--- src/rtl/multicycle_controller.sv ---
// Main sequencing FSM and ALU/branch/immediate decoder for the multicycle RV32I datapath.
// Optional LUI/AUIPC support is enabled by defining U_TYPE_EN.
module multicycle_controller #(
    parameter int STATE_W = 4
) (
    input  logic       clk,
    input  logic       rst,
    input  logic [6:0] op,
    input  logic [2:0] funct3,
    input  logic       funct7b5,
    input  logic       zero,
    input  logic       lt,
    output logic       PCWrite,
    output logic       AdrSrc,
    output logic       MemWrite,
    output logic       IRWrite,
    output logic       RegWrite,
    output logic [1:0] ResultSrc,
    output logic [1:0] ALUSrcA,
    output logic [1:0] ALUSrcB,
    output logic [2:0] ALUControl,
    output logic [2:0] ImmSrc,
    output logic       illegal
);

    localparam logic [6:0] OP_LOAD  = 7'b0000011;
    localparam logic [6:0] OP_STORE = 7'b0100011;
    localparam logic [6:0] OP_R     = 7'b0110011;
    localparam logic [6:0] OP_I     = 7'b0010011;
    localparam logic [6:0] OP_BR    = 7'b1100011;
    localparam logic [6:0] OP_JAL   = 7'b1101111;
    localparam logic [6:0] OP_JALR  = 7'b1100111;
    localparam logic [6:0] OP_LUI   = 7'b0110111;
    localparam logic [6:0] OP_AUIPC = 7'b0010111;

    typedef enum logic [STATE_W-1:0] {
        S_FETCH    = 4'd0,
        S_DECODE   = 4'd1,
        S_MEMADR   = 4'd2,
        S_MEMREAD  = 4'd3,
        S_MEMWB    = 4'd4,
        S_MEMWRITE = 4'd5,
        S_EXECR    = 4'd6,
        S_EXECI    = 4'd7,
        S_ALUWB    = 4'd8,
        S_BRANCH   = 4'd9,
        S_JAL      = 4'd10,
        S_JALR1    = 4'd11,
`ifdef U_TYPE_EN
        S_JALR2    = 4'd12,
        S_LUI      = 4'd13,
        S_AUIPC    = 4'd14
`else
        S_JALR2    = 4'd12
`endif
    } state_t;

    state_t      state_r;
    logic        legal_s;
    logic [2:0]  alu_dec_s;
    logic        taken_s;
    logic        pcwrite_s;
    logic        adrsrc_s;
    logic        memwrite_s;
    logic        irwrite_s;
    logic        regwrite_s;
    logic [1:0]  resultsrc_s;
    logic [1:0]  alusrca_s;
    logic [1:0]  alusrcb_s;
    logic [2:0]  alucontrol_s;
    logic [2:0]  immsrc_s;
    logic        illegal_s;

    // Encoding legality check, evaluated while the fresh IR is visible in DECODE
    always_comb begin
        legal_s = 1'b0;
        case (op)
            OP_LOAD, OP_STORE: legal_s = (funct3 == 3'b010);
            OP_R, OP_I:        legal_s = !((funct3 == 3'b001) || (funct3 == 3'b011) || (funct3 == 3'b101));
            OP_BR:             legal_s = (funct3 == 3'b000) || (funct3 == 3'b001) ||
                                         (funct3 == 3'b100) || (funct3 == 3'b101);
            OP_JAL:            legal_s = 1'b1;
            OP_JALR:           legal_s = (funct3 == 3'b000);
`ifdef U_TYPE_EN
            OP_LUI, OP_AUIPC:  legal_s = 1'b1;
`endif
            default:           legal_s = 1'b0;
        endcase
    end

    // ALU operation for register/immediate arithmetic and branch condition
    always_comb begin
        alu_dec_s = 3'b000;
        case (funct3)
            3'b000:  alu_dec_s = ((op == OP_R) && funct7b5) ? 3'b001 : 3'b000;
            3'b010:  alu_dec_s = 3'b101;
            3'b100:  alu_dec_s = 3'b100;
            3'b110:  alu_dec_s = 3'b011;
            3'b111:  alu_dec_s = 3'b010;
            default: alu_dec_s = 3'b000;
        endcase
        taken_s = 1'b0;
        case (funct3)
            3'b000:  taken_s = zero;
            3'b001:  taken_s = ~zero;
            3'b100:  taken_s = lt;
            3'b101:  taken_s = ~lt;
            default: taken_s = 1'b0;
        endcase
    end

    // Immediate format follows the opcode in every state
    always_comb begin
        immsrc_s = 3'b000;
        case (op)
            OP_LOAD, OP_I, OP_JALR: immsrc_s = 3'b000;
            OP_STORE:               immsrc_s = 3'b001;
            OP_BR:                  immsrc_s = 3'b010;
            OP_JAL:                 immsrc_s = 3'b100;
`ifdef U_TYPE_EN
            OP_LUI, OP_AUIPC:       immsrc_s = 3'b011;
`endif
            default:                immsrc_s = 3'b000;
        endcase
    end

    // State register; reset aborts any instruction in flight
    always_ff @(posedge clk or posedge rst) begin
        if (rst) begin
            state_r <= S_FETCH;
        end else begin
            case (state_r)
                S_FETCH:  state_r <= S_DECODE;
                S_DECODE: begin
                    if (!legal_s) begin
                        state_r <= S_FETCH;
                    end else begin
                        case (op)
                            OP_LOAD, OP_STORE: state_r <= S_MEMADR;
                            OP_R:              state_r <= S_EXECR;
                            OP_I:              state_r <= S_EXECI;
                            OP_BR:             state_r <= S_BRANCH;
                            OP_JAL:            state_r <= S_JAL;
                            OP_JALR:           state_r <= S_JALR1;
`ifdef U_TYPE_EN
                            OP_LUI:            state_r <= S_LUI;
                            OP_AUIPC:          state_r <= S_AUIPC;
`endif
                            default:           state_r <= S_FETCH;
                        endcase
                    end
                end
                S_MEMADR:   state_r <= (op == OP_LOAD) ? S_MEMREAD : S_MEMWRITE;
                S_MEMREAD:  state_r <= S_MEMWB;
                S_MEMWB:    state_r <= S_FETCH;
                S_MEMWRITE: state_r <= S_FETCH;
                S_EXECR:    state_r <= S_ALUWB;
                S_EXECI:    state_r <= S_ALUWB;
                S_ALUWB:    state_r <= S_FETCH;
                S_BRANCH:   state_r <= S_FETCH;
                S_JAL:      state_r <= S_ALUWB;
                S_JALR1:    state_r <= S_JALR2;
                S_JALR2:    state_r <= S_ALUWB;
`ifdef U_TYPE_EN
                S_LUI:      state_r <= S_ALUWB;
                S_AUIPC:    state_r <= S_ALUWB;
`endif
                default:    state_r <= S_FETCH;
            endcase
        end
    end

    // Per-state datapath controls
    always_comb begin
        pcwrite_s    = 1'b0;
        adrsrc_s     = 1'b0;
        memwrite_s   = 1'b0;
        irwrite_s    = 1'b0;
        regwrite_s   = 1'b0;
        resultsrc_s  = 2'b00;
        alusrca_s    = 2'b00;
        alusrcb_s    = 2'b00;
        alucontrol_s = 3'b000;
        illegal_s    = 1'b0;
        case (state_r)
            S_FETCH: begin
                irwrite_s   = 1'b1;
                pcwrite_s   = 1'b1;
                alusrcb_s   = 2'b10;
                resultsrc_s = 2'b10;
            end
            S_DECODE: begin
                alusrca_s = 2'b01;
                alusrcb_s = 2'b01;
                illegal_s = ~legal_s;
            end
            S_MEMADR: begin
                alusrca_s = 2'b10;
                alusrcb_s = 2'b01;
            end
            S_MEMREAD:  adrsrc_s = 1'b1;
            S_MEMWB: begin
                resultsrc_s = 2'b01;
                regwrite_s  = 1'b1;
            end
            S_MEMWRITE: begin
                adrsrc_s   = 1'b1;
                memwrite_s = 1'b1;
            end
            S_EXECR: begin
                alusrca_s    = 2'b10;
                alucontrol_s = alu_dec_s;
            end
            S_EXECI: begin
                alusrca_s    = 2'b10;
                alusrcb_s    = 2'b01;
                alucontrol_s = alu_dec_s;
            end
            S_ALUWB:    regwrite_s = 1'b1;
            S_BRANCH: begin
                alusrca_s    = 2'b10;
                alucontrol_s = 3'b001;
                pcwrite_s    = taken_s;
            end
            S_JAL, S_JALR2: begin
                alusrca_s = 2'b01;
                alusrcb_s = 2'b10;
                pcwrite_s = 1'b1;
            end
            S_JALR1: begin
                alusrca_s = 2'b10;
                alusrcb_s = 2'b01;
            end
`ifdef U_TYPE_EN
            S_LUI: begin
                alusrca_s = 2'b11;
                alusrcb_s = 2'b01;
            end
            S_AUIPC: begin
                alusrca_s = 2'b01;
                alusrcb_s = 2'b01;
            end
`endif
            default: begin
                pcwrite_s = 1'b0;
            end
        endcase
    end

    // Enables are suppressed for as long as reset is held
    assign PCWrite    = pcwrite_s  & ~rst;
    assign IRWrite    = irwrite_s  & ~rst;
    assign RegWrite   = regwrite_s & ~rst;
    assign MemWrite   = memwrite_s & ~rst;
    assign illegal    = illegal_s  & ~rst;
    assign AdrSrc     = adrsrc_s;
    assign ResultSrc  = resultsrc_s;
    assign ALUSrcA    = alusrca_s;
    assign ALUSrcB    = alusrcb_s;
    assign ALUControl = alucontrol_s;
    assign ImmSrc     = immsrc_s;

endmodule

--- config.mk ---
export PLATFORM = sky130hd
export DESIGN_NAME = multicycle_controller
export DESIGN_NICKNAME = d
export VERILOG_FILES = /design/src/rtl/multicycle_controller.sv
export SDC_FILE = /design/constraint.sdc
export NUM_CORES = 1
export LEC_CHECK = 0
export ABC_AREA = 0
export BUFFER_PORTS_ARGS = -buffer_cell sky130_fd_sc_hd__buf_2
export CAP_MARGIN = 20
export CORE_MARGIN = 3
export CORE_UTILIZATION = 40
export CTS_CLUSTER_SIZE = 8
export DETAILED_ROUTE_END_ITERATION = 7
export PLACE_DENSITY = 0.71
export SLEW_MARGIN = 0
export SYNTH_ARGS = -nofsm -noshare
export SYNTH_HDL_FRONTEND = slang
export SYNTH_SLANG_ARGS = --single-unit
--- constraint.sdc ---
create_clock -name clk -period 1.8 [get_ports clk]
set_input_delay 0.09 -clock clk [delete_from_list [all_inputs] [get_ports clk]]
set_output_delay 0.09 -clock clk [all_outputs]
set_load 0.02 [all_outputs]
* Word level (Yosys, flattened, before mapping)
Cells that the tools add are included.
Storage, ports and cells: output and inout port bits 18, word-level logic and storage cells 74, bits in registers 4, input port bits 15
Operators by class: muxes and demuxes 19, bitwise gates (word level) 9, equal/unequal tests 26, reduce and logical (&&, ||, !) cells 19
Operator list (number):
- $pmux 4 s6 | 2
- $eq 7x7->1 const B | 3
- $eq 4x4->1 const B | 5
- $eq 4x3->1 const B | 4
- $pmux 3 s5 | 1
- $eq 7x6->1 const B | 2
- $eq 3x3->1 const B | 4
- $pmux 2 s2 | 3
- $reduce_or 2->1 | 5
- $pmux 3 s3 | 1
- $eq 4x2->1 const B | 2
- $reduce_or 4->1 | 2
- $eq 7x2->1 const B | 1
- $eq 7x5->1 const B | 1
- $eq 3x2->1 const B | 2
- $mux 1 | 6
- $pmux 3 s2 | 1
- $reduce_or 3->1 | 2
- $and 1x1->1 | 5
- $logic_or 1x1->1 | 5
- $pmux 1 s5 | 1
- $reduce_or 5->1 | 1
- $eq 4x1->1 const B | 1
- $logic_not 4->1 | 1
- other kinds (9) | 12

* Depth between registers and ports, before layout
word-level depth 8, gate-level depth with buffers 6, depth with buffers taken out 5

* Least setup slack after synthesis
No wires, ideal clock.
path type reg-to-output, start register state_r[3], end output port PCWrite, path buffers 1, cell stages (with the launch flop) 7, path slack 0.227 ns, arrival time 1.483 ns, data required time 1.710 ns, cells stage by stage dfrtp_1 -> buf_6 -> nand2b_1 -> nand2_1 -> mux2i_1 -> nor2b_1 -> o21a_1
On the way: cells in the longest elaborated chain, start to end 4, elaborated cells between the ends (all ways) 7, those cells by class eq/ne: 3; mux: 1; bitwise: 1; reduce/logical: 2
Ends and longest elaborated chain:
- from (decl) | RTL line 58 | state_t state_r;
- from (signal assigned) | RTL line 153 | S_MEMADR: state_r <= (op == OP_LOAD) ? S_MEMREAD : S_MEMWRITE;
- $eq 4x4->1 or $logic_not 4->1 (tied branches) | RTL line 185 | case (state_r)
- $reduce_or 3->1 (no source line)
- $pmux 1 s2 (*) | RTL line 185
- $and 1x1->1 (*) | RTL line 251 | assign PCWrite = pcwrite_s & ~rst;
- to (decl) | RTL line 13 | output logic PCWrite,
Every way passes the cells marked *; elsewhere a longest branch is shown, timed or not.

* Worst setup path after layout
start register state_r[1], end output port illegal
On the way: cells in the longest elaborated chain, start to end 3
Ends and longest elaborated chain:
- $eq 4x1->1 | RTL line 185
- $mux 1 | RTL line 185
- $and 1x1->1 | RTL line 255 | assign illegal = illegal_s & ~rst;
- to (decl) | RTL line 23 | output logic illegal
No other way between the ends.

==> run metrics <==
status=finished, final reports clean; clk_lat worst skew=230 ps; max reg flops=4; dominant synthesized flop cell=dfrtp_1; critical path data required time=about 1700 ps; VDD IR max=0.000239 V; Final Util=0.601; Final Net Count=roughly 140; largest family of logic cells by synthesized area=simple AND/OR/NAND/NOR gates; # setup viols final=0; Top Registers=state_r: 4 flops; Congestion Overflow GR=0; Worst Path Arrival=1590 ps; min Tclk post-route=1680 ps; count of pins over their slew limit=0; first-pass GRT wire length=slightly below 3000 um; Leakage Power=about 0.37 nW; setup bufs post-CTS=0; syn_area_per_cell=about 7.4 um2; Initial Utilization=0.462; gr usage total=0.180; ratio of final minimum period to clock period=0.936; Slowest cell on crit path=dfrtp_2; initial antenna violation count=0; GPL Wtd Cong=0.839; Core Box Area=about 1400 um2; Fmax achieved=roughly 0.6 GHz; crit-path leading delay family=simple AND/OR/NAND/NOR gates; Final Hold Vio Count=0; worst setup path start=state_r[1]$_DFF_PP0_; area share of fa/ha/maj cells after synthesis=0; slew at the pin with the worst max-slew slack=290 ps; Hold Path Class=input port to flip-flop; hold path start=op[3]; Post-Synthesis Cells=roughly 90; Switching Share=0.340; Synth area leader=dfrtp_1; placed cell areas=about 790 um2; fill count=between 100 and 150; CTS root buf=clkbuf_4; clk sinks=4; Slew HR=0.804; Clk pin slew, worst setup/hold paths=40 ps; DRT antenna net count=0; fin area=841 um2; CP Capture Type=output pin; num ports=33; CTS tree=done; setup TNS=0 ps; EDFF count, synth=0; clk_skew=2.52 ps; area grow syn2layout=30.0%; CP Launch Type=flip-flop; routed len/inst=13.7 um; area of the multi-input gates=504 um2; RSZ-0062 raised after global routing=no; die width=46.2 um; crit path buf inv count=1; internal power=between 0.0002 and 0.00025 W; Antenna Diode Count=0; share of layout cells above drive strength 1=0.395; # H-tree levels=1; clk buf depth=2; Syn. warnings=0; vias in the first global route=a little under 700; Biggest register=state_r; register bit total from synthesis=4; sw power=0.000112 W; drt drc=0; placed cells=between 100 and 150; CP Cell Sequence=nand2b_2, nand2b_1, nor3b_1, buf_2; ys async rst share=1.00; Die Ht=approximately 46 um; routed wire length=between 1500 and 2000 um; I/O Buffers=32; Slowest Stage Delay on Critical Path=460 ps; total CTS buffers=3; largest net degree at the start of global routing=13; Max Cap Violations=0; fin cells=134; 1st-pass router iterations=5; Worst Setup Path Type=flip-flop to output pin; CP Max Fanout=10; Synth top area share=0.155; pwr dens=391 nW/um2; xor/xnor share of the synthesized area=0.0406; Std-Cell Rows=13; syn_nets=103; First DRT Iteration DRCs=21; via count=roughly 760; Synth Area in Compound Gates=0.174; vias per inst=5.65; Synth Cell Area=647 um2; Post-Synth Simple-Gate Area=0.497; post-synthesis mux area share=0.0484; Gate power share=0.372; HPWL Detailed=around 1500 um; Synth area leaders=dfrtp_1 15%, nand2b_1 6.8%, nor3_1 5.4%; Register Area=104 um2; Flop pwr share=0.293; Seq/Total Area, Yosys=0.155; worst r2r src=state_r[3]$_DFF_PP0_; Die ar.=2140 um2; post-synthesis cell type count=38; clock power share=0.335
-- cell type report --
type                    count  area share
clock buffers               3      0.0268
inverters                   1     0.00446
multi-input cells          76       0.600
flip-flops and latches      4       0.124
well taps                  15      0.0223
repair buffers             35       0.223
-- routing by layer --
layer	part of all wire	global-route usage
met1	0.43	0.232
met3	0.077	0.0195
met5	0	0
met2	0.49	0.316
met4	0.0092	0.0398
-- synthesized netlist by cell type, types with 2 or more instances --
cell type / number
o31ai_1: 2
o211ai_1: 2
nand3_1: 2
a21oi_1: 4
o21ai_0: 2
nor2b_1: 3
xnor2_1: 2
nor2_1: 8
nand2_1: 7
dfrtp_1: 4
nor3b_1: 3
nand2b_1: 7
clkbuf_1: 2
nor4_1: 4
nor3_1: 7
and2_1: 2
o22ai_1: 3
buf_6: 3
mux2i_1: 2
-- what timing repair did --
item,in CTS,in global routing
setup endpoints to repair,0,3
resized for setup,0,8
endpoints found under the hold margin,4,0
hold buffers,1,0
-- logic make-up after synthesis --
group                  count (synthesis)
AND/OR/NAND/NOR                       53
AO/OA/AOI/OAI                         17
buffers and inverters                  8
flip-flops                             4
XOR/XNOR                               3
multiplexers                           3
-- power by group through the flow --
stage | logic, W | clock network [W] | registers [W]
floorplan | 0.0000729 | 0 | 0.0000966
detailed placement | 0.000120 | 0 | 0.0000970
global route | 0.000134 | 0.000119 | 0.0000972
finish | 0.000122 | 0.000110 | 0.0000964
global placement | 0.000119 | 0 | 0.0000972
CTS | 0.000122 | 0.000112 | 0.0000959
-- worst paths after layout --
path,to,depth (start not counted),slack [ps]
worst max-delay path,illegal,4,120
worst min-delay path,state_r[0]$_DFF_PP0_,4,190
worst max register to register,state_r[1]$_DFF_PP0_,3,290
worst min register to register,state_r[0]$_DFF_PP0_,1,580
max in group asynchronous,state_r[1]$_DFF_PP0_,3,1260
min in group asynchronous,state_r[3]$_DFF_PP0_,3,350
-- worst reg2reg max path: stages, from the launching register on --
cell	delay [ps]
dfrtp_2	460
or2_0	320
or4b_1	530
o311ai_1	100
-- layout by cell type, fill, tap and decap left out, types with 2 or more instances in the layout --
cell type	synthesis	layout
xnor2_1	2	2
nand2b_2	0	2
nor3b_1	3	3
nor3_1	7	7
nor2b_1	3	3
o211ai_1	2	2
o22ai_1	3	3
buf_2	1	31
a21oi_1	4	4
buf_4	0	3
and2_1	2	2
mux2i_1	2	2
nor2_1	8	8
o21ai_0	2	2
clkbuf_4	0	3
nor4_1	4	4
nand3_1	2	2
dfrtp_2	0	3
nand2b_1	7	4
nand2_1	7	7
o31ai_1	2	2
-- through the flow --
step	hold WS, ps	setup WS (ps)	power, W
finish	191	115	0.000329
global route	237	33.6	0.000349
CTS	191	35.4	0.000330
detailed placement	49.7	292	0.000217
global placement	44.2	301	0.000216
floorplan	-136	227	0.000170
(Power assumes the default switching activity.)
